## src/rtl/div_pkg.sv

```systemverilog
// Shared types for the restoring divider: FSM state encoding.
package div_pkg;

   typedef enum logic [1:0] {
      IDLE = 2'd0,
      BUSY = 2'd1,
      DONE = 2'd2
   } div_state_t;

endpackage

```

## src/rtl/divide_if.sv

```systemverilog
// Operand/result handshake bundle for the divider; the divider is the slave.
interface divide_if #(
   parameter int WIDTH = 16
);
   logic                 in_valid;
   logic                 in_ready;
   logic [2*WIDTH-1:0]   dividend;
   logic [WIDTH-1:0]     divisor;
   logic                 out_valid;
   logic                 out_ready;
   logic [WIDTH-1:0]     quotient;
   logic [WIDTH-1:0]     remainder;
   logic                 err;

   modport master (
      output in_valid, dividend, divisor, out_ready,
      input  in_ready, out_valid, quotient, remainder, err
   );

   modport slave (
      input  in_valid, dividend, divisor, out_ready,
      output in_ready, out_valid, quotient, remainder, err
   );
endinterface

```

## src/rtl/div_step.sv

```systemverilog
// One radix-2 restoring division iteration: shift in one dividend bit,
// conditionally subtract the divisor and emit the quotient bit.
module div_step #(
   parameter int WIDTH = 16
) (
   input  logic [WIDTH:0]   rem_in,
   input  logic             bit_in,
   input  logic [WIDTH-1:0] divisor,
   output logic [WIDTH:0]   rem_out,
   output logic             q_bit
);

   logic [WIDTH:0] shifted;

   // rem_in[WIDTH] is the bit shifted out of the top; if set, the shifted
   // value certainly exceeds the divisor and the modular subtract is exact.
   always_comb begin
      shifted = {rem_in[WIDTH-1:0], bit_in};
      q_bit   = rem_in[WIDTH] | (shifted >= {1'b0, divisor});
      rem_out = q_bit ? (shifted - {1'b0, divisor}) : shifted;
   end

endmodule

```

## src/rtl/divide.sv

```systemverilog
// Sequential unsigned divider, 2*WIDTH / WIDTH bits, one restoring step per cycle.
//
//   state | meaning
//   IDLE  | in_ready=1, waiting for an operation
//   BUSY  | running WIDTH iterations through the shared div_step
//   DONE  | out_valid=1, result held until out_ready
module divide
   import div_pkg::*;
#(
   parameter int WIDTH = 16
) (
   input  logic     clk,
   input  logic     rst,
   divide_if.slave  bus
);

   localparam int                CNT_W    = $clog2(WIDTH + 1);
   localparam logic [CNT_W-1:0]  CNT_LAST = CNT_W'(WIDTH - 1);

   div_state_t        state_q, state_d;
   logic [WIDTH:0]    rem_q;
   logic [WIDTH-1:0]  dvd_q;
   logic [WIDTH-1:0]  dvs_q;
   logic [CNT_W-1:0]  cnt_q;
   logic              err_q;

   logic              accept;
   logic              step_en;
   logic              op_err;
   logic [WIDTH:0]    step_rem;
   logic              step_q;

   // Quotient must fit in WIDTH bits: the upper dividend half has to be below the divisor.
   assign op_err = (bus.divisor == '0) || (bus.dividend[2*WIDTH-1:WIDTH] >= bus.divisor);

   div_step #(.WIDTH(WIDTH)) u_step (
      .rem_in  (rem_q),
      .bit_in  (dvd_q[WIDTH-1]),
      .divisor (dvs_q),
      .rem_out (step_rem),
      .q_bit   (step_q)
   );

   always_ff @(posedge clk) begin
      if (rst) begin
         state_q <= IDLE;
      end else begin
         state_q <= state_d;
      end
   end

   always_comb begin
      state_d       = state_q;
      bus.in_ready  = 1'b0;
      bus.out_valid = 1'b0;
      accept        = 1'b0;
      step_en       = 1'b0;
      unique case (state_q)
         IDLE: begin
            bus.in_ready = 1'b1;
            if (bus.in_valid) begin
               accept  = 1'b1;
               state_d = op_err ? DONE : BUSY;
            end
         end
         BUSY: begin
            step_en = 1'b1;
            if (cnt_q == CNT_LAST) begin
               state_d = DONE;
            end
         end
         DONE: begin
            bus.out_valid = 1'b1;
            if (bus.out_ready) begin
               state_d = IDLE;
            end
         end
         default: state_d = IDLE;
      endcase
   end

   // dvd_q starts as the low dividend half and fills with quotient bits from the bottom.
   always_ff @(posedge clk) begin
      if (rst) begin
         rem_q <= '0;
         dvd_q <= '0;
         dvs_q <= '0;
         cnt_q <= '0;
         err_q <= 1'b0;
      end else if (accept) begin
         dvs_q <= bus.divisor;
         cnt_q <= '0;
         err_q <= op_err;
         if (op_err) begin
            rem_q <= '0;
            dvd_q <= '1;
         end else begin
            rem_q <= {1'b0, bus.dividend[2*WIDTH-1:WIDTH]};
            dvd_q <= bus.dividend[WIDTH-1:0];
         end
      end else if (step_en) begin
         rem_q <= step_rem;
         dvd_q <= {dvd_q[WIDTH-2:0], step_q};
         cnt_q <= cnt_q + CNT_W'(1);
      end
   end

   assign bus.quotient  = dvd_q;
   assign bus.remainder = rem_q[WIDTH-1:0];
   assign bus.err       = err_q;

endmodule

```

## src/flat_wrapper.sv

```systemverilog
// flat-port wrapper written by rule: the top's interface ports become plain ports
module divide_flat import div_pkg::*;
#(
   parameter int WIDTH = 16
)
  (clk, rst, bus_in_valid, bus_dividend, bus_divisor, bus_out_ready, bus_in_ready, bus_out_valid, bus_quotient, bus_remainder, bus_err);
  divide_if #(.WIDTH(WIDTH)) bus_i ();
  input  logic clk;
  input  logic rst;
  input wire logic [$bits(bus_i.in_valid)-1:0] bus_in_valid;
  input wire logic [$bits(bus_i.dividend)-1:0] bus_dividend;
  input wire logic [$bits(bus_i.divisor)-1:0] bus_divisor;
  input wire logic [$bits(bus_i.out_ready)-1:0] bus_out_ready;
  output wire logic [$bits(bus_i.in_ready)-1:0] bus_in_ready;
  output wire logic [$bits(bus_i.out_valid)-1:0] bus_out_valid;
  output wire logic [$bits(bus_i.quotient)-1:0] bus_quotient;
  output wire logic [$bits(bus_i.remainder)-1:0] bus_remainder;
  output wire logic [$bits(bus_i.err)-1:0] bus_err;
  assign bus_i.in_valid = bus_in_valid;
  assign bus_i.dividend = bus_dividend;
  assign bus_i.divisor = bus_divisor;
  assign bus_i.out_ready = bus_out_ready;
  assign bus_in_ready = bus_i.in_ready;
  assign bus_out_valid = bus_i.out_valid;
  assign bus_quotient = bus_i.quotient;
  assign bus_remainder = bus_i.remainder;
  assign bus_err = bus_i.err;
  divide #(.WIDTH(WIDTH)) u_core (.clk(clk), .rst(rst), .bus(bus_i));
endmodule
```

## config.mk

```make
export PLATFORM = sky130hd
export DESIGN_NAME = divide_flat
export DESIGN_NICKNAME = d
export VERILOG_FILES = /design/src/rtl/div_pkg.sv /design/src/rtl/divide_if.sv /design/src/rtl/div_step.sv /design/src/rtl/divide.sv /design/src/flat_wrapper.sv
export SDC_FILE = /design/constraint.sdc
export NUM_CORES = 1
export LEC_CHECK = 0
export ABC_CLOCK_PERIOD_IN_PS = 4900
export BUFFER_PORTS_ARGS = -buffer_cell sky130_fd_sc_hd__buf_2
export CORE_MARGIN = 10
export CORE_UTILIZATION = 39
export DETAILED_ROUTE_END_ITERATION = 16
export PLACE_DENSITY = 0.63
export SYNTH_ARGS = -nofsm -noshare
export SYNTH_HDL_FRONTEND = slang
export SYNTH_SLANG_ARGS = --single-unit
export TNS_END_PERCENT = 50
```

## constraint.sdc

```tcl
create_clock -name clk -period 4.9 [get_ports clk]
set_input_delay 1.225 -clock clk [delete_from_list [all_inputs] [get_ports clk]]
set_output_delay 1.225 -clock clk [all_outputs]
set_load 0.01 [all_outputs]
```

==> metrics list <==
- The most used flip-flop cell after synthesis is sky130_fd_sc_hd__dfxtp_1.
- # Post-CTS Setup Buffers: 0
- Summed over all instances, the cell type with the most area after synthesis is sky130_fd_sc_hd__dfxtp_1.
- Warnings from Yosys: 0
* Placed Area: 4340 µm²
- For this design, the CTS-stage hold fixing added 0 buffers.
- Largest fanout on the critical path: 17
* Area taken by flip-flops and latches: around 1100 µm²
- The clock passes through at most 2 buffers.
* Proportion of layout cells with a drive suffix above 1: 0.217
- Across all layers, the routed design uses just under 4000 vias.
- Once the clock tree was built, the resizer swapped 0 gates to a different size.
- Clk root buf: sky130_fd_sc_hd__clkbuf_8
- In the routed design, unresolved DRC markers number 0.
* Critical path capture point type: flop
* Number of enable-type register cells in the synthesized netlist: 0
* Total leakage power: just under 0.002 µW
- Yosys attributes the largest share of cell area to sky130_fd_sc_hd__dfxtp_1 29%, sky130_fd_sc_hd__ha_1 11%, sky130_fd_sc_hd__nand2_1 6.2%.
- Across the routed clock network, the largest skew measured is about 0.014 ns.
- In this run the vertical extent of the chip is 120 µm.
- Cts bufs inserted: 9
* Unrepaired setup endpoints after global routing: false
- The first TritonRoute pass finished after 4 iterations.
- Flip-flop and latch count after synthesis: 57
* Clock insertion delay at the later pin of the skew report: 0.35 ns
* Clock share of power: 0.199
* Post-Syn Area: slightly below 4000 µm²
- Port buffering added 86 buffers.
- During I/O placement, the number of pins put on the boundary was 87.
- The share of synthesized area in the top cell type comes to 0.291.
- The H-tree generated during clock tree synthesis spans 3 levels.
- Kind of start point of the critical path: primary input
- When the netlist entered floorplanning its net count stood at 588.
- The path class of the tightest hold or removal check is reg -> reg.
* Fill cell total of the finished layout: about 1000
- Multi-input gate area: 2400 µm²
* Final total negative setup slack: 0 ns
- The share of the Yosys chip area taken by registers is 0.291.
- ANT nets after route: 0
* Sw Ratio: 0.443
- Part of the power in combinational logic: 0.506
* Switching power: 900 µW
* Final wirelength: between 10 and 15 mm
- CTS saw 57 sinks.
* Wire length of the first global-routing pass: 20.1 mm
* HPWL after detailed placement: ~9.4 mm
* Arrival time of data at the critical path endpoint: 3.66 ns
- TritonCTS clock tree: yes
- Vias in the first global route: just over 4000
* Final hold violation count: 0
- Reg clk slew, reported paths: 0.08 ns
- Syn Area/Cell: 7.84 µm²
- The initialized floorplan defines 36 standard-cell rows.
* Routability-driven placement congestion ratio: approximately 0.94
* Outcome: completed
* Avg Vias per Cell: roughly 5.6
- In this run the tightest slew margin relative to its limit is 0.340.
* Initial antenna violation count: 1
* Routed wire length per instance: ~17 µm
- In this run the power density over the cells is 449 nW/µm².
- Max Clock Freq: 295 MHz
- Total setup violations reported at the end of the flow: 0
- Register share of total power: 0.295
- The die covers 14500 µm².
- Period Utilization, post-route: 0.692
* VDD IR-drop max: 0.177 mV
- The finished cells cover about 4500 µm².
- In the final design database the tool counted 648 nets.
- Endpoint required time on the critical path: 5.16 ns
* GRT overflow: 0
- Slew @ Worst Pin: 0.984 ns
- The number of pins with negative max-slew slack in the final report is 0.
- After the first detailed-routing iteration, the DRC count stood at 192.
* Pin count of the biggest net entering global routing: 32
* Clock period minus worst slack: 3.39 ns
* Number of maximum-capacitance violations: 0
- After technology mapping, the gate count stands at 501.
* Start-to-end type of the worst setup path: in -> reg
- Async SR Flop Fraction: 0
* Initial Utilization: 0.402
* Horizontal die dimension: 120 µm
- In the global route stage, overall resource usage came out at 0.169.
* Core area: 9770 µm²
- The number of different library cells used by synthesis comes to 63.
- The area growth from synthesis to layout is 15.2%.
- Internal Dissipation: 1130 µW
==> power groups by stage <==
stage               clock [µW]  sequential (µW)  combinational (µW)
floorplan                    0              598                 786
finish                     404              598                1030
global placement             0              606                1000
detailed placement           0              608                1020
global route               436              610                1150
CTS                        412              598                1020
==> kinds of logic after synthesis <==
kind of cell             synth area share
AO/OA/AOI/OAI                       0.280
buffers and inverters              0.0991
multiplexers                      0.00287
flip-flops                          0.291
adder cells (fa/ha/maj)             0.113
AND/OR/NAND/NOR                     0.194
XOR/XNOR                           0.0201
==> routing by layer <==
layer,up-vias,track usage,part of all wire,wire length [µm]
li1,1921,-,-,-
met1,1853,0.196,0.43,5260
met2,100,0.287,0.48,5820
met3,12,0.0698,0.080,973
met4,0,0.0339,0.011,128
met5,-,0,0,0
==> layout by cell type, fill, tap and decap left out, types with 2 or more instances in the layout <==
master,count
sky130_fd_sc_hd__o21ai_2,3
sky130_fd_sc_hd__o211ai_1,2
sky130_fd_sc_hd__a31oi_1,9
sky130_fd_sc_hd__nand3_1,13
sky130_fd_sc_hd__a221oi_1,11
sky130_fd_sc_hd__inv_1,40
sky130_fd_sc_hd__buf_4,7
sky130_fd_sc_hd__nor3_1,8
sky130_fd_sc_hd__clkbuf_8,9
sky130_fd_sc_hd__a21oi_1,46
sky130_fd_sc_hd__o21a_1,3
sky130_fd_sc_hd__ha_1,34
sky130_fd_sc_hd__nor4_1,4
sky130_fd_sc_hd__xor2_1,2
sky130_fd_sc_hd__clkinv_4,3
sky130_fd_sc_hd__nand3_2,2
sky130_fd_sc_hd__nor2_1,33
sky130_fd_sc_hd__o21ai_0,14
sky130_fd_sc_hd__nand2b_1,11
sky130_fd_sc_hd__o221ai_1,18
sky130_fd_sc_hd__and3_1,2
sky130_fd_sc_hd__a211oi_1,12
sky130_fd_sc_hd__or4_1,2
sky130_fd_sc_hd__a2111oi_0,2
sky130_fd_sc_hd__buf_2,86
sky130_fd_sc_hd__nor2b_1,3
sky130_fd_sc_hd__nand3b_1,2
sky130_fd_sc_hd__a22oi_1,2
sky130_fd_sc_hd__or3_1,4
sky130_fd_sc_hd__dfxtp_1,57
sky130_fd_sc_hd__clkinvlp_4,2
sky130_fd_sc_hd__o21ai_1,2
sky130_fd_sc_hd__xnor2_1,7
sky130_fd_sc_hd__o21bai_1,8
sky130_fd_sc_hd__nand2_1,65
sky130_fd_sc_hd__a21o_1,5
sky130_fd_sc_hd__o31ai_1,2
sky130_fd_sc_hd__and4_1,2
==> critical path, cell delays in order <==
cell                        delay, ns
sky130_fd_sc_hd__buf_2           0.11
sky130_fd_sc_hd__inv_1           0.05
sky130_fd_sc_hd__ha_1            0.30
sky130_fd_sc_hd__a21oi_1         0.19
sky130_fd_sc_hd__o21ai_0         0.11
sky130_fd_sc_hd__a2111oi_0       0.40
sky130_fd_sc_hd__o21ai_1         0.22
sky130_fd_sc_hd__or2_1           0.49
sky130_fd_sc_hd__o221a_1         0.35
sky130_fd_sc_hd__a221oi_2        0.22
==> final timing paths <==
path,start,to,slack (ns),cells past startpoint
setup / recovery,bus_divisor[9],u_core.rem_q[0]$_SDFFE_PP0P_,1.51,10
setup reg to reg,u_core.rem_q[13]$_SDFFE_PP0P_,u_core.rem_q[8]$_SDFFE_PP0P_,1.84,7
hold reg to reg,u_core.dvs_q[7]$_SDFFE_PP0P_,u_core.dvs_q[7]$_SDFFE_PP0P_,0.45,2
hold / removal,u_core.dvs_q[7]$_SDFFE_PP0P_,u_core.dvs_q[7]$_SDFFE_PP0P_,0.45,2
==> state kept, by name, indices dropped and copies added (netlist names) <==
name and count:
u_core.bus.err 1, u_core.bus.quotient 16, u_core.cnt_q 5, u_core.dvs_q 16, u_core.rem_q 17, u_core.state_q 2
==> through the flow <==
stage	cells	hold slack, ns	power, µW	setup WS (ns)	util
global placement	683	0.446	1610	1.21	0.444
global route	699	0.481	2200	1.35	0.463
detailed placement	683	0.449	1630	1.15	0.444
floorplan	501	0.436	1380	1.73	-
CTS	699	0.459	2030	1.51	0.463
finish	700	0.455	2030	1.51	0.463
==> synth_stat cells (3+ instances only) <==
cell and count:
sky130_fd_sc_hd__a211oi_1 12, sky130_fd_sc_hd__a21o_1 5, sky130_fd_sc_hd__a21oi_1 46, sky130_fd_sc_hd__a221oi_1 11, sky130_fd_sc_hd__a31oi_1 9, sky130_fd_sc_hd__buf_2 4
sky130_fd_sc_hd__buf_4 18, sky130_fd_sc_hd__clkbuf_1 21, sky130_fd_sc_hd__dfxtp_1 57, sky130_fd_sc_hd__ha_1 34, sky130_fd_sc_hd__inv_1 40, sky130_fd_sc_hd__nand2_1 65
sky130_fd_sc_hd__nand2b_1 11, sky130_fd_sc_hd__nand3_1 13, sky130_fd_sc_hd__nor2_1 34, sky130_fd_sc_hd__nor2b_1 3, sky130_fd_sc_hd__nor3_1 8, sky130_fd_sc_hd__nor4_1 4
sky130_fd_sc_hd__o21a_1 3, sky130_fd_sc_hd__o21ai_0 15, sky130_fd_sc_hd__o21bai_1 8, sky130_fd_sc_hd__o221ai_1 18, sky130_fd_sc_hd__or3_1 4, sky130_fd_sc_hd__xnor2_1 7
==> layout make-up <==
cell class                      count  area share
Inverter                           40      0.0332
Clock inverter                      7      0.0122
Sequential cell                    57       0.252
Timing Repair Buffer               93       0.107
Tap cell                          133      0.0368
Multi-Input combinational cell    360       0.531
Clock buffer                        9      0.0274
Antenna cell                        1    0.000553
Note: power is estimated with default switching activity, not from simulation.
